File: config.mk
export PLATFORM = sky130hd
export DESIGN_NAME = aukv_gpr_wb_arbiter
export DESIGN_NICKNAME = d
export VERILOG_FILES = /design/src/rtl/aukv_gpr_wb_arbiter.sv
export SDC_FILE = /design/constraint.sdc
export NUM_CORES = 1
export LEC_CHECK = 0
export CAP_MARGIN = 20
export CORE_MARGIN = 10
export CORE_UTILIZATION = 47
export DETAILED_ROUTE_END_ITERATION = 7
export PLACE_DENSITY = 0.86
export SLEW_MARGIN = 20
export SYNTH_ARGS = -nofsm -noshare
export SYNTH_HDL_FRONTEND = slang
export SYNTH_SLANG_ARGS = --single-unit
File: constraint.sdc
create_clock -name i_clk -period 4.75 [get_ports i_clk]
set_clock_uncertainty 0.05 [all_clocks]
set_input_delay 0.7125 -clock i_clk [delete_from_list [all_inputs] [get_ports i_clk]]
set_output_delay 0.7125 -clock i_clk [all_outputs]
set_load 0.005 [all_outputs]
File: src/rtl/aukv_gpr_wb_arbiter.sv
// aukv_gpr_wb_arbiter: round-robin write-back arbiter for the GPR write port plus
// per-register busy scoreboard that stalls issue on RAW/WAW hazards.
module aukv_gpr_wb_arbiter #(
   parameter int XLEN = 32
) (
   input  logic            i_clk,
   input  logic            i_rstn,
   input  logic            i_iss_valid,
   input  logic [4:0]      i_iss_rd,
   input  logic            i_iss_rd_en,
   input  logic [4:0]      i_iss_rs1,
   input  logic [4:0]      i_iss_rs2,
   input  logic            i_iss_rs1_en,
   input  logic            i_iss_rs2_en,
   output logic            o_iss_ready,
   input  logic            i_a_valid,
   input  logic [4:0]      i_a_rd,
   input  logic [XLEN-1:0] i_a_data,
   output logic            o_a_ready,
   input  logic            i_b_valid,
   input  logic [4:0]      i_b_rd,
   input  logic [XLEN-1:0] i_b_data,
   output logic            o_b_ready,
   output logic            o_we,
   output logic [4:0]      o_rd_addr,
   output logic [XLEN-1:0] o_data,
   output logic [31:0]     o_busy
);
   logic [31:0]     busy, busy_set, busy_clr;
   logic            r_last, gnt_a, gnt_b, fire;
   logic [4:0]      g_rd;
   logic [XLEN-1:0] g_data;

   always_comb begin
      o_iss_ready = !(i_iss_rs1_en && busy[i_iss_rs1]) && !(i_iss_rs2_en && busy[i_iss_rs2]) &&
                    !(i_iss_rd_en && (i_iss_rd != 5'd0) && busy[i_iss_rd]);
      gnt_a       = i_a_valid && (!i_b_valid || r_last);
      gnt_b       = i_b_valid && (!i_a_valid || !r_last);
      fire        = i_iss_valid && o_iss_ready && i_iss_rd_en && (i_iss_rd != 5'd0);
      busy_set    = fire ? 32'd1 << i_iss_rd : 32'd0;
      busy_clr    = o_we ? 32'd1 << o_rd_addr : 32'd0;
      g_rd        = gnt_b ? i_b_rd : i_a_rd;
      g_data      = gnt_b ? i_b_data : i_a_data;
   end

   assign o_a_ready = gnt_a;
   assign o_b_ready = gnt_b;
   assign o_busy    = busy;

   // set is applied after clear so a same-edge issue keeps the register busy
   always_ff @(posedge i_clk or negedge i_rstn) begin
      if (!i_rstn) begin
         busy      <= '0;
         r_last    <= 1'b1;
         o_we      <= 1'b0;
         o_rd_addr <= '0;
         o_data    <= '0;
      end else begin
         busy <= ((busy & ~busy_clr) | busy_set) & ~32'd1;
         o_we <= (gnt_a || gnt_b) && (g_rd != 5'd0);
         if (gnt_a || gnt_b) begin
            r_last    <= gnt_b;
            o_rd_addr <= g_rd;
            o_data    <= g_data;
         end
      end
   end
endmodule

==> flow_summary.json <==
{
  "final_hold_viol_count": 0,
  "post_synth_xor_area_fraction": 0,
  "chipHeight_um": 114.0,
  "synth_top_area_share": 0.4157,
  "crit_chain": "clkdlybuf4s50_1 > mux4_2 > a22oi_1 > a31oi_1 > or4_1 > nor2_1 > clkdlybuf4s50_1",
  "netlist_top_cells_area": "dfrtp_1 42%, mux4_2 11%, nor2_1 6.6%",
  "htreeDepth": 3,
  "n_fill_cell": 680,
  "setup_viol": 0,
  "ctsResizeCount": 0,
  "ctsHoldBuffers": 0,
  "synth_compound_area_frac": 0.1994,
  "synth_seq_cells": 70,
  "cts_setup_buffers": 0,
  "ys_seq_area_frac": 0.4220,
  "grt_overflow_total": 0,
  "core_area_um2": 8678,
  "ant_nets": 0,
  "yosys.area_share.simple": 0.1822,
  "grt_max_degree": 44,
  "status": "finished clean",
  "syn_area_um2": 4154,
  "drc": 0,
  "rsz0062_at_grt": "no",
  "io_buffers": 168,
  "areaGrowthSynthToFinish_pct": 45.21,
  "critical_path.top_delay_family": "buffers and inverters",
  "start_util": 0.4787,
  "nets": 672,
  "postPlaceCellArea_um2": 5882,
  "root_buffer": "clkbuf_8",
  "synth_cell_type_count": 40,
  "synthMuxAreaShare": 0.1488,
  "row_count": 34,
  "layout-drive-gt1-share": 0.1179,
  "finalSetupTns_ns": 0,
  "setup.worst_path.end_class": "output port",
  "synth-edff-count": 0,
  "drt-total-wl_mm": 15.17,
  "maxSlewHeadroom": 0.4538,
  "hp-class": "in2async",
  "diodes": 0,
  "crit_type": "in2out",
  "vias": 4229,
  "crit_path_start_kind": "primary input",
  "leakagePower_nw": 2.289,
  "reg2regPathDepth": 6,
  "io-pin-count": 170,
  "cts_buffers": 9,
  "r2r_slack_ns": 2.05,
  "slew_viol_final": 0,
  "worst_hold_slack_ns": 0.3763,
  "fin_area_um2": 6032,
  "tritoncts": "yes",
  "place_congestion": 0.9708,
  "synth_adder_area_share": 0,
  "r2r-start": "o_busy[1]",
  "synth.largest_area_cell": "dfrtp_1",
  "die_width_um": 114.0,
  "powerDensity_nw_per_um2": 422.3,
  "critical_path.most_common_cell": "clkdlybuf4s50_1",
  "clkTransAtPathRegs_ns": 0.07,
  "hpwl_mm": 11.82,
  "die_area_um2": 13000,
  "arrival_ns": 3.49,
  "synthesis.nets": 516,
  "layout_worst_path_cycle_share": 0.8956,
  "syn_avg_cell_area_um2": 9.914,
  "async_reset_ff_frac": 1.000,
  "rr_endpoint": "o_busy[12]",
  "drt-initial-drc-count": 331,
  "post_drt_wl_per_cell_um": 22.15,
  "synth_top_family_by_area": "compound AO/OA/AOI/OAI gates",
  "finalCriticalPeriod_ns": 4.254,
  "syn_inst": 419,
  "antenna_found_initial": 0,
  "routed_via_density": 6.174,
  "worstPathMaxFanout": 16,
  "grt_pass1_wl_mm": 23.68,
  "first_global_vias": 4320,
  "ir_drop_v": 0.0002187,
  "critPathBufInv": 2,
  "fmax_ghz": 0.2351,
  "firstDrtPassIters": 5,
  "ys.warnings.count": 0,
  "slowest_stage": "clkdlybuf4s50_1",
  "drv_cap": 0,
  "tightest_slew_ns": 0.8170,
  "insertion_delay_ns": 0.35,
  "slowest_delay_ns": 0.86,
  "clock-sinks": 70,
  "crit_required_ns": 3.99,
  "cts_max_path_buffers": 2,
  "synthFlopType": "dfrtp_1",
  "grt_util_all_layers": 0.2264
}
[worst reg2reg max path, stage by stage (launching register included)]
cell	delay, ns
dfrtp_1	0.47
mux2_2	0.32
a2111oi_2	0.36
nor4_1	0.11
or4_1	0.58
buf_4	0.28
o41ai_2	0.42
[where the power goes]
group          switching (mW)  leakage, nW  internal [mW]
registers               0.266        0.805          0.770
clock network           0.214       0.0776          0.178
logic                   0.440         1.41          0.679
[area by class of cell]
cell class / count / area [um^2] / area share
multi-input cells: 309 / 2223 / 0.3686
flip-flops and latches: 70 / 1753 / 0.2906
repair buffers: 178 / 1752 / 0.2904
well taps: 108 / 135.1 / 0.02240
clock buffers: 10 / 127.6 / 0.02116
inverters: 7 / 26.28 / 0.004356
clock inverters: 3 / 15.01 / 0.002489
[worst max path at each step]
stage	startpoint	endpoint	slack, ns	cells past startpoint
final	i_iss_rd[1]	o_iss_ready	0.50	7
after global routing	i_iss_rs1[0]	o_iss_ready	0.35	7
after CTS	i_iss_rs1[0]	o_iss_ready	0.45	7
after detailed placement	i_iss_rs1[0]	o_iss_ready	0.47	7
after global placement	i_iss_rs1[0]	o_iss_ready	0.49	7
after floorplan	i_iss_rs1[0]	o_iss_ready	1.43	8
[metrics by stage]
step           worst slack, ns    util  cells  power (mW)
6_report                0.4961  0.6951    685       2.547
5_1_grt                 0.3463  0.6951    685       2.679
4_1_cts                 0.4503  0.6942    684       2.544
3_5_place_dp            0.4708  0.6778    671       2.155
3_3_place_gp            0.4903  0.6778    671       2.120
2_1_floorplan            1.431       -    419       1.465
[cells in the mapped netlist, drive strengths merged, types with 6 or more instances]
| library cell | count |
|---|---|
| mux4 | 21 |
| clkbuf | 20 |
| or2 | 6 |
| o31ai | 21 |
| o22ai | 34 |
| inv | 7 |
| o21ai | 33 |
| nand2b | 12 |
| buf | 13 |
| nor2 | 73 |
| dfrtp | 69 |
| nor2b | 6 |
| nand3 | 10 |
| nand2 | 19 |
| o41ai | 10 |
| or3 | 14 |
| or4 | 11 |
| mux2i | 10 |
[registers in the layout (all words and copies together) (netlist names)]
| name | count |
|---|---|
| o_rd_addr | 5 |
| o_data | 32 |
| r_last | 1 |
| o_busy | 31 |
| o_we | 1 |
[logic make-up after synthesis]
kind of cell           Yosys count
buffers and inverters           40
flip-flops                      70
AO/OA/AOI/OAI                  116
AND/OR/NAND/NOR                157
other                            1
multiplexers                    35
[placed cells by master (no fill, tap or decap), drive strengths merged, types with 12 or more instances in the layout]
cell type	synthesis	routed
o22ai	34	34
clkdlybuf4s50	0	167
dfrtp	69	69
o31ai	21	21
nand2b	12	12
nand2	19	19
nor2	73	73
or3	14	14
mux4	21	21
o21ai	33	33
[routing by layer]
layer  vias up  track usage  share of wire
li1       1891            -              -
met1      2004       0.2579           0.35
met2       293       0.3584           0.46
met3        41       0.1092           0.16
met4         0      0.08939          0.027
met5         -            0              0
(Power assumes the default switching activity.)
